<file path="src/rtl/load_store_unit_if.sv">
// Request/response handshake and data-memory port of the load/store unit.
// master = execute stage plus memory model, slave = load_store_unit.
interface load_store_unit_if;
  logic        req_valid;
  logic        req_ready;
  logic        req_we;
  logic [1:0]  req_size;
  logic        req_signed;
  logic [31:0] req_addr;
  logic [31:0] req_wdata;

  logic        rsp_valid;
  logic        rsp_ready;
  logic [31:0] rsp_rdata;
  logic        rsp_err;

  logic        mwr;
  logic        moe;
  logic [31:0] ma;
  logic [31:0] mwd;
  logic [31:0] mrd;

  modport master (
    output req_valid, req_we, req_size, req_signed, req_addr, req_wdata,
    output rsp_ready, mrd,
    input  req_ready, rsp_valid, rsp_rdata, rsp_err,
    input  mwr, moe, ma, mwd
  );

  modport slave (
    input  req_valid, req_we, req_size, req_signed, req_addr, req_wdata,
    input  rsp_ready, mrd,
    output req_ready, rsp_valid, rsp_rdata, rsp_err,
    output mwr, moe, ma, mwd
  );
endinterface

</file>
<file path="src/rtl/load_store_unit.sv">
// Load/store unit: one request at a time, read-modify-write for sub-word stores.
// Define LSU_MISALIGN_TRAP_EN to reject misaligned half/word accesses instead of aligning them.
//
// state | meaning
// IDLE  | ready for a request, memory port quiet
// READ  | moe high, memory word captured at end of cycle
// WRITE | mwr high, merged or full word driven on mwd
// RESP  | response held until rsp_ready
module load_store_unit #(
  parameter int MEM_WORDS = 10
) (
  input  logic              clock,
  input  logic              reset_n,
  load_store_unit_if.slave  bus
);

  typedef enum logic [1:0] {
    IDLE  = 2'd0,
    READ  = 2'd1,
    WRITE = 2'd2,
    RESP  = 2'd3
  } state_e;

  localparam logic [29:0] MEM_LIMIT = 30'(MEM_WORDS);

  state_e      state_q, state_d;
  logic        we_q, we_d;
  logic [1:0]  size_q, size_d;
  logic        signed_q, signed_d;
  logic [31:0] addr_q, addr_d;
  logic [31:0] wdata_q, wdata_d;
  logic [31:0] rword_q, rword_d;
  logic [31:0] rdata_q, rdata_d;
  logic        err_q, err_d;

  logic        accept;
  logic        misalign;
  logic        req_err;

  function automatic logic [31:0] lane_extract(input logic [31:0] word,
                                               input logic [1:0]  size,
                                               input logic [1:0]  lane,
                                               input logic        sgn);
    logic [31:0] res;
    logic [7:0]  b;
    logic [15:0] h;
    b = 8'(word >> {lane, 3'b000});
    h = lane[1] ? word[31:16] : word[15:0];
    case (size)
      2'b00:   res = {{24{sgn & b[7]}}, b};
      2'b01:   res = {{16{sgn & h[15]}}, h};
      default: res = word;
    endcase
    return res;
  endfunction

  function automatic logic [31:0] lane_merge(input logic [31:0] word,
                                             input logic [31:0] wd,
                                             input logic [1:0]  size,
                                             input logic [1:0]  lane);
    logic [31:0] res;
    res = word;
    case (size)
      2'b00: begin
        case (lane)
          2'd0:    res[7:0]   = wd[7:0];
          2'd1:    res[15:8]  = wd[7:0];
          2'd2:    res[23:16] = wd[7:0];
          default: res[31:24] = wd[7:0];
        endcase
      end
      2'b01: begin
        if (lane[1]) res[31:16] = wd[15:0];
        else         res[15:0]  = wd[15:0];
      end
      default: res = wd;
    endcase
    return res;
  endfunction

  always_comb begin
`ifdef LSU_MISALIGN_TRAP_EN
    misalign = ((bus.req_size == 2'b01) && bus.req_addr[0]) ||
               ((bus.req_size == 2'b10) && (bus.req_addr[1:0] != 2'b00));
`else
    misalign = 1'b0;
`endif
  end

  assign req_err = (bus.req_size == 2'b11) || (bus.req_addr[31:2] >= MEM_LIMIT) || misalign;
  assign accept  = bus.req_valid && bus.req_ready;

  always_comb begin
    state_d  = state_q;
    we_d     = we_q;
    size_d   = size_q;
    signed_d = signed_q;
    addr_d   = addr_q;
    wdata_d  = wdata_q;
    rword_d  = rword_q;
    rdata_d  = rdata_q;
    err_d    = err_q;
    case (state_q)
      IDLE: begin
        if (accept) begin
          we_d     = bus.req_we;
          size_d   = bus.req_size;
          signed_d = bus.req_signed;
          addr_d   = bus.req_addr;
          wdata_d  = bus.req_wdata;
          rdata_d  = 32'h0;
          err_d    = req_err;
          if (req_err)                                  state_d = RESP;
          else if (!bus.req_we || bus.req_size != 2'b10) state_d = READ;
          else                                          state_d = WRITE;
        end
      end
      READ: begin
        rword_d = bus.mrd;
        if (we_q) begin
          state_d = WRITE;
        end else begin
          rdata_d = lane_extract(bus.mrd, size_q, addr_q[1:0], signed_q);
          state_d = RESP;
        end
      end
      WRITE: state_d = RESP;
      RESP: begin
        if (bus.rsp_ready) state_d = IDLE;
      end
      default: state_d = IDLE;
    endcase
  end

  always_ff @(posedge clock) begin
    if (!reset_n) begin
      state_q  <= IDLE;
      we_q     <= 1'b0;
      size_q   <= 2'b00;
      signed_q <= 1'b0;
      addr_q   <= 32'h0;
      wdata_q  <= 32'h0;
      rword_q  <= 32'h0;
      rdata_q  <= 32'h0;
      err_q    <= 1'b0;
    end else begin
      state_q  <= state_d;
      we_q     <= we_d;
      size_q   <= size_d;
      signed_q <= signed_d;
      addr_q   <= addr_d;
      wdata_q  <= wdata_d;
      rword_q  <= rword_d;
      rdata_q  <= rdata_d;
      err_q    <= err_d;
    end
  end

  // Handshake outputs drop with reset_n; the memory port follows state only so an
  // in-flight WRITE still commits on the reset edge.
  assign bus.req_ready = reset_n && (state_q == IDLE);
  assign bus.rsp_valid = reset_n && (state_q == RESP);
  assign bus.rsp_rdata = rdata_q;
  assign bus.rsp_err   = err_q;

  assign bus.moe = (state_q == READ);
  assign bus.mwr = (state_q == WRITE);
  assign bus.ma  = ((state_q == READ) || (state_q == WRITE)) ? {addr_q[31:2], 2'b00} : 32'h0;
  assign bus.mwd = (state_q == WRITE) ? lane_merge(rword_q, wdata_q, size_q, addr_q[1:0]) : 32'h0;

endmodule

</file>
<file path="src/flat_wrapper.sv">
// flat-port wrapper written by rule: the top's interface ports become plain ports
module load_store_unit_flat 
#(
  parameter int MEM_WORDS = 10
)
  (clock, reset_n, bus_req_valid, bus_req_we, bus_req_size, bus_req_signed, bus_req_addr, bus_req_wdata, bus_rsp_ready, bus_mrd, bus_req_ready, bus_rsp_valid, bus_rsp_rdata, bus_rsp_err, bus_mwr, bus_moe, bus_ma, bus_mwd);
  load_store_unit_if bus_i ();
  input  logic clock;
  input  logic reset_n;
  input wire logic [$bits(bus_i.req_valid)-1:0] bus_req_valid;
  input wire logic [$bits(bus_i.req_we)-1:0] bus_req_we;
  input wire logic [$bits(bus_i.req_size)-1:0] bus_req_size;
  input wire logic [$bits(bus_i.req_signed)-1:0] bus_req_signed;
  input wire logic [$bits(bus_i.req_addr)-1:0] bus_req_addr;
  input wire logic [$bits(bus_i.req_wdata)-1:0] bus_req_wdata;
  input wire logic [$bits(bus_i.rsp_ready)-1:0] bus_rsp_ready;
  input wire logic [$bits(bus_i.mrd)-1:0] bus_mrd;
  output wire logic [$bits(bus_i.req_ready)-1:0] bus_req_ready;
  output wire logic [$bits(bus_i.rsp_valid)-1:0] bus_rsp_valid;
  output wire logic [$bits(bus_i.rsp_rdata)-1:0] bus_rsp_rdata;
  output wire logic [$bits(bus_i.rsp_err)-1:0] bus_rsp_err;
  output wire logic [$bits(bus_i.mwr)-1:0] bus_mwr;
  output wire logic [$bits(bus_i.moe)-1:0] bus_moe;
  output wire logic [$bits(bus_i.ma)-1:0] bus_ma;
  output wire logic [$bits(bus_i.mwd)-1:0] bus_mwd;
  assign bus_i.req_valid = bus_req_valid;
  assign bus_i.req_we = bus_req_we;
  assign bus_i.req_size = bus_req_size;
  assign bus_i.req_signed = bus_req_signed;
  assign bus_i.req_addr = bus_req_addr;
  assign bus_i.req_wdata = bus_req_wdata;
  assign bus_i.rsp_ready = bus_rsp_ready;
  assign bus_i.mrd = bus_mrd;
  assign bus_req_ready = bus_i.req_ready;
  assign bus_rsp_valid = bus_i.rsp_valid;
  assign bus_rsp_rdata = bus_i.rsp_rdata;
  assign bus_rsp_err = bus_i.rsp_err;
  assign bus_mwr = bus_i.mwr;
  assign bus_moe = bus_i.moe;
  assign bus_ma = bus_i.ma;
  assign bus_mwd = bus_i.mwd;
  load_store_unit #(.MEM_WORDS(MEM_WORDS)) u_core (.clock(clock), .reset_n(reset_n), .bus(bus_i));
endmodule
</file>
<file path="config.mk">
export PLATFORM = sky130hd
export DESIGN_NAME = load_store_unit_flat
export DESIGN_NICKNAME = d
export VERILOG_FILES = /design/src/rtl/load_store_unit_if.sv /design/src/rtl/load_store_unit.sv /design/src/flat_wrapper.sv
export SDC_FILE = /design/constraint.sdc
export NUM_CORES = 1
export LEC_CHECK = 0
export BUFFER_PORTS_ARGS = -buffer_cell sky130_fd_sc_hd__clkbuf_2
export CAP_MARGIN = 25
export CORE_MARGIN = 10
export CORE_UTILIZATION = 45
export CTS_CLUSTER_DIAMETER = 200
export DETAILED_ROUTE_END_ITERATION = 12
export HOLD_SLACK_MARGIN = 0.15
export PLACE_DENSITY = 0.75
export SYNTH_ARGS = -nofsm -noshare
export SYNTH_HDL_FRONTEND = slang
export SYNTH_SLANG_ARGS = --single-unit
</file>
<file path="constraint.sdc">
create_clock -name clock -period 1.8 [get_ports clock]
set_input_delay 0.18 -clock clock [delete_from_list [all_inputs] [get_ports clock]]
set_output_delay 0.18 -clock clock [all_outputs]
set_load 0.05 [all_outputs]
</file>
After elaboration in Yosys (flattened, before gate mapping)

Index checks and enable logic that the tools add are counted.

Register bits: 135
Input port bits: 104
Output and inout bits: 101

Magnitude comparators: 1
Equality and inequality tests: 11
Shifts and indexed selects: 1
Multiplexer cells: 20
Bitwise logic cells: 2
Reductions and logical operators: 15

Operator list:

| kind                                                  | count |
|---|---|
| one-hot mux 32 bit (2 select lines)                   | 3 |
| two-way mux 32 bit                                    | 4 |
| two-way mux 16 bit                                    | 3 |
| two-way mux 8 bit                                     | 4 |
| >> shifter 32 x 5 -> 8 bit                            | 1 |
| >= comparator 30 x 4 -> 1 bit, second input constant  | 1 |
| equality test 2 bit, second input constant            | 4 |
| two-way mux 2 bit                                     | 4 |
| one-hot mux 2 bit (4 select lines)                    | 1 |
| equality test 2 x 1 -> 1 bit, second input constant   | 3 |
| zero test 2 bit                                       | 3 |
| inequality test 2 bit, second input constant          | 3 |
| AND reduction 2 bit                                   | 2 |
| logical AND 1 bit                                     | 3 |
| logical OR 1 bit                                      | 3 |
| AND reduction 3 bit                                   | 1 |
| OR reduction 3 bit                                    | 1 |
| AND 1 bit                                             | 2 |
| inequality test 2 x 1 -> 1 bit, second input constant | 1 |
| nonzero test 2 bit                                    | 1 |
| zero test 1 bit                                       | 1 |
| two-way mux 1 bit                                     | 1 |

Logic depth before layout (Yosys ltp)

Depth after elaboration: 6
Mapped depth: 9
Mapped depth without buffers: 6

Least setup slack after synthesis

OpenSTA, ideal clock, no wires.

Path kind: register to output
Start: register u_core.state_q[0]
End: output port bus_mwd[20]
Arrival: 2.576 ns
Required time: 1.620 ns
Slack: -0.956 ns
Stages on the path, launching flop included: 6
Buffers on the path: 1
Path through: dfxtp_1 inv_1 ha_1 inv_1 clkbuf_1 a211oi_1

Longest elaborated chain between the ends: 2

Ends and longest elaborated chain:

| element                  | RTL line               | RTL |
|---|---|---|
| start: declaration       | load_store_unit.sv:26  | `state_e state_q, state_d;` |
| start signal: assignment | load_store_unit.sv:147 | `state_q <= state_d;` |
| equality test 2 bit      | --                     |  |
| net bus_mwr              | flat_wrapper.sv:22     | `output wire logic [$bits(bus_i.mwr)-1:0] bus_mwr;` |
| two-way mux 32 bit       | load_store_unit.sv:169 | `assign bus.mwd = (state_q == WRITE) ? lane_merge(rword_q, wdata_q, size_q, addr_q[1:0]) : 32'h0;` |
| end: declaration         | flat_wrapper.sv:25     | `output wire logic [$bits(bus_i.mwd)-1:0] bus_mwd;` |

The timed path passes the listed nets, and every way through them passes these cells.

Final worst setup path

Start: register u_core.addr_q[0]
End: output port bus_mwd[13]

Longest elaborated chain between the ends: 4

Ends and longest elaborated chain:

| element                             | RTL line               | RTL |
|---|---|---|
| start: declaration                  | load_store_unit.sv:30  | `logic [31:0] addr_q, addr_d;` |
| start signal: assignment            | load_store_unit.sv:151 | `addr_q <= addr_d;` |
| equality test 2 x 1 -> 1 bit        | load_store_unit.sv:65  | `case (lane)` |
| two-way mux 8 bit                   | load_store_unit.sv:65  |  |
| one-hot mux 32 bit (2 select lines) | load_store_unit.sv:63  | `case (size)` |
| two-way mux 32 bit                  | load_store_unit.sv:169 |  |

No other way between the ends.

==> impl_summary.log <==
[metrics] total routed wirelength: 33.8 mm
[metrics] Vias/cell: 6.23
[metrics] first-pass GRT wire length: 46.6 mm
[metrics] power dissipated by switching net loads: 0.00639 W
[metrics] maximum vdd ir drop: 1.00 mV
[metrics] proportion of total power due to net switching: 41.5%
[metrics] # Max-Cap Violations: 0
[metrics] violations in the final reports: setup timing
[metrics] fraction of layout instances using a drive strength above 1: 41.2%
[metrics] total power per unit cell area: 1340 nW/µm²
[metrics] type of the worst min-delay path: in -> reg
[metrics] share of power burned in the clock network: 21.9%
[metrics] cell-internal power: 0.00900 W
[metrics] overflow left after global routing: 0
[metrics] remaining number of nets flagged by the antenna check after routing: 0
[metrics] cell leakage power: 4.60 nW
[metrics] WL per Instance: 26.3 µm
[metrics] Overall Power: 0.0154 W
[metrics] floorplan die area: 19,200 µm²
[metrics] clock-pin slew reported for the worst setup and hold paths after clock tree synthesis: 0.06 ns
[metrics] source-to-sink clock delay at the later pin of the worst-skew pair: 0.44 ns
[metrics] post-route setup slack: -0.646 ns
[metrics] Reg power frac: 27.1%
[metrics] total placed instance area: 8460 µm²
[metrics] cell accounting for the most synthesized area: sky130_fd_sc_hd__dfxtp_1
[metrics] top-level I/O count: 205
[metrics] Post-synth EDFFs: 0
[metrics] largest net degree at the start of global routing: 82
[metrics] via count of the first global-routing pass: 8,035
[metrics] overall routing resource usage: 30.4%
[metrics] most used standard cell by instance count after synthesis: sky130_fd_sc_hd__nand2_1
[metrics] clock root cell: sky130_fd_sc_hd__clkbuf_16
[metrics] initial core utilization: 45.7%
[metrics] clock tree from TritonCTS: yes
[metrics] hold slack: 0.188 ns
[metrics] Clock Tree Buf Depth: 2
[metrics] DP Wirelength: 16.6 mm
[metrics] Clock Sink Count: 135
[metrics] Synth-to-Final Area Change: 81.8%
[metrics] Slew HR: 64.7%
[metrics] maximum clock frequency: 409 MHz
[metrics] instance count of the mapped netlist: 741
[metrics] top_reg_cell synth: sky130_fd_sc_hd__dfxtp_1
[metrics] number of antenna violations at the first check in global routing: 1
[metrics] pre-CTS setup slack: -0.111 ns
[metrics] Post-Route Skew: 0.0126 ns
[metrics] number of core rows: 43
[metrics] placer congestion estimate: 0.932
[metrics] Yosys top cell area share: 42.8%
[metrics] Pins Over Slew Limit: 0
[metrics] count of port buffers added during placement: 202
[metrics] Ys Warns: 0
[metrics] worst-margin pin slew: 0.523 ns
[metrics] critical-path cell list: nor2b_4 -> buf_6 -> mux2_4 -> a222oi_1 -> buf_4 -> nor2_4 -> buf_8
[metrics] DRC Markers: 0
[metrics] number of flip-flops and latches in the synthesized netlist: 135
[metrics] standard cell with the maximum stage delay on the critical path: sky130_fd_sc_hd__a222oi_1
[metrics] crit path kind: reg -> out
[metrics] Worst EP required: 1.62 ns
[metrics] hold path depth: 3
[metrics] endpoint class of the critical path: output port
[metrics] crit-path max FO: 8
[metrics] RSZ-0062 raised after global routing: true
[metrics] area of all placed cells without fillers: 11,500 µm²
[metrics] Final Core Density: 83.0%
[metrics] width of the die: 138 µm
[metrics] synth unique cells: 46
[metrics] result of the run: finished, violations left
[metrics] share of synthesized area occupied by flip-flops and latches: 42.8%
[metrics] count of final setup violators: 83
[metrics] die outline height: 138 µm
[metrics] initial detailed-routing violation count: 1,151
[metrics] Synth async-reset ratio: 0%
[metrics] netlist area before placement: 6310 µm²
[metrics] Total Nets Final: 1,197
[metrics] logic depth of the worst register-to-register path: 6
[metrics] proportion of power drawn by combinational gates: 51.0%
[metrics] share of the clock period used by the worst path: 136%
[metrics] Fill cells: 663
[metrics] number of endpoints with negative hold slack in the final report: 0
[metrics] most numerous cell types in the synthesized netlist: sky130_fd_sc_hd__nand2_1 (139), sky130_fd_sc_hd__dfxtp_1 (135), sky130_fd_sc_hd__o21ai_0 (91), sky130_fd_sc_hd__mux2i_1 (56), sky130_fd_sc_hd__clkbuf_1 (44)
[metrics] number of buffers created by CTS: 17
[metrics] Mean Syn Cell Area: 8.52 µm²
[metrics] crit start category: flop
[metrics] data arrival time of the worst path: 2.27 ns
[metrics] Pre-antenna DRT Iters: 8
[metrics] htree depth: 4
[metrics] CP max stage delay: 0.45 ns
[metrics] standard cell core area: 13,800 µm²
[metrics] vias after detailed routing: 7,998
[metrics] top post-synthesis cells by area: sky130_fd_sc_hd__dfxtp_1 (43%), sky130_fd_sc_hd__mux2i_1 (8.9%), sky130_fd_sc_hd__nand2_1 (8.3%), sky130_fd_sc_hd__o21ai_0 (7.2%), sky130_fd_sc_hd__nor2b_1 (3.6%)
[metrics] minimum clock period after layout: 2.45 ns
## repair_timing
| action | in CTS | in global routing |
|---|---|---|
| hold buffers | 99 | 1 |
| pin swaps | 62 | 24 |
| setup buffers | 14 | 19 |
| endpoints found under the hold margin | 115 | 1 |
| gates cloned | 4 | 3 |
| setup endpoints to repair | 81 | 99 |
| resized for setup | 175 | 77 |
## final cells by class
cell class | count | area, µm² | share of cell area [%]
Multi-Input combinational cell | 540 | 4050 | 35.3
Timing Repair Buffer | 390 | 3900 | 34.0
Sequential cell | 135 | 2720 | 23.7
Clock buffer | 22 | 485 | 4.23
Tap cell | 180 | 225 | 1.96
Clock inverter | 10 | 71.3 | 0.621
Inverter | 5 | 27.5 | 0.240
Antenna cell | 1 | 2.50 | 0.0218
## metal layers
metal | track usage (%) | routed length, µm | share of wire (%) | vias to the layer above
met3 | 11.0 | 3710 | 11 | 200
met5 | 0 | 0 | 0 | -
li1 | - | - | - | 3325
met2 | 51.5 | 15900 | 47 | 689
met4 | 17.5 | 2540 | 7.5 | 0
met1 | 32.0 | 11600 | 34 | 3784
## kinds of logic (layout without fill, tap and decap cells)
group / after synthesis / count (layout) / share of synthesized area [%]
AOI/OAI and AO/OA: 187 / 188 / 20.2
adders and majority gates: 4 / 4 / 0.793
buffers and inverters: 68 / 427 / 4.56
DFF: 135 / 135 / 42.8
muxes: 67 / 67 / 10.8
other: 1 / 3 / 0.0594
and+or+nand+nor: 279 / 279 / 20.7
## cells in the final DEF (no fill, tap or decap), types with 7 or more instances in the layout
| cell type | instances |
|---|---|
| sky130_fd_sc_hd__clkbuf_2 | 136 |
| sky130_fd_sc_hd__o2bb2ai_1 | 8 |
| sky130_fd_sc_hd__dlygate4sd3_1 | 99 |
| sky130_fd_sc_hd__o21ai_0 | 90 |
| sky130_fd_sc_hd__mux2i_4 | 8 |
| sky130_fd_sc_hd__and2_4 | 31 |
| sky130_fd_sc_hd__a221o_1 | 16 |
| sky130_fd_sc_hd__buf_12 | 36 |
| sky130_fd_sc_hd__dfxtp_1 | 130 |
| sky130_fd_sc_hd__nand2_1 | 139 |
| sky130_fd_sc_hd__clkbuf_16 | 36 |
| sky130_fd_sc_hd__a211oi_4 | 8 |
| sky130_fd_sc_hd__nor2_4 | 13 |
| sky130_fd_sc_hd__buf_4 | 53 |
| sky130_fd_sc_hd__mux2i_2 | 7 |
| sky130_fd_sc_hd__a221oi_2 | 7 |
| sky130_fd_sc_hd__nor2_1 | 10 |
| sky130_fd_sc_hd__mux2i_1 | 41 |
| sky130_fd_sc_hd__nor3_1 | 12 |
| sky130_fd_sc_hd__nor2_2 | 13 |
| sky130_fd_sc_hd__buf_6 | 19 |
| sky130_fd_sc_hd__nor2b_1 | 34 |
| sky130_fd_sc_hd__buf_8 | 23 |
| sky130_fd_sc_hd__a22o_1 | 12 |
| sky130_fd_sc_hd__a222oi_1 | 9 |
## final timing paths
path | startpoint | end | slack [ns]
min reg2reg | u_core.wdata_q[26]$_SDFFE_PN0P_ | u_core.wdata_q[26]$_SDFFE_PN0P_ | 0.46
max reg2reg | u_core.addr_q[1]$_SDFFE_PN0P_ | u_core.bus.rsp_rdata[17]$_SDFFE_PN0P_ | -0.17
max | u_core.addr_q[0]$_SDFFE_PN0P_ | bus_mwd[13] | -0.65
min | reset_n | u_core.addr_q[1]$_SDFFE_PN0P_ | 0.19
## per-stage QoR
stage | std cells | TNS (ns)
finish | 1283 | -19.46
global route | 1283 | -21.38
CTS | 1264 | -13.14
detailed placement | 1115 | -1.15
global placement | 1115 | -0.561
floorplan | 742 | -1.30
## sequential cells by signal, indices dropped and copies added (netlist names)
| signal | count |
|---|---|
| u_core.addr_q | 32 |
| u_core.bus.rsp_err | 1 |
| u_core.bus.rsp_rdata | 32 |
| u_core.rword_q | 32 |
| u_core.signed_q | 1 |
| u_core.size_q | 2 |
| u_core.state_q | 2 |
| u_core.wdata_q | 32 |
| u_core.we_q | 1 |
## critical path, delay by kind of cell (launching register included)
family	cells	cell delay [ns]
and+or+nand+nor	2	0.18
muxes	1	0.33
buffers and inverters	3	0.52
DFF	1	0.33
AOI/OAI and AO/OA	1	0.45
## power groups by stage
stage | logic, W | registers [W] | clock network [W]
2_1_floorplan | 0.00335 | 0.00414 | 0
3_3_place_gp | 0.00518 | 0.00401 | 0
3_5_place_dp | 0.00524 | 0.00403 | 0
4_1_cts | 0.00688 | 0.00401 | 0.00328
5_1_grt | 0.00806 | 0.00418 | 0.00346
6_report | 0.00784 | 0.00417 | 0.00338
(Power assumes the default switching activity.)
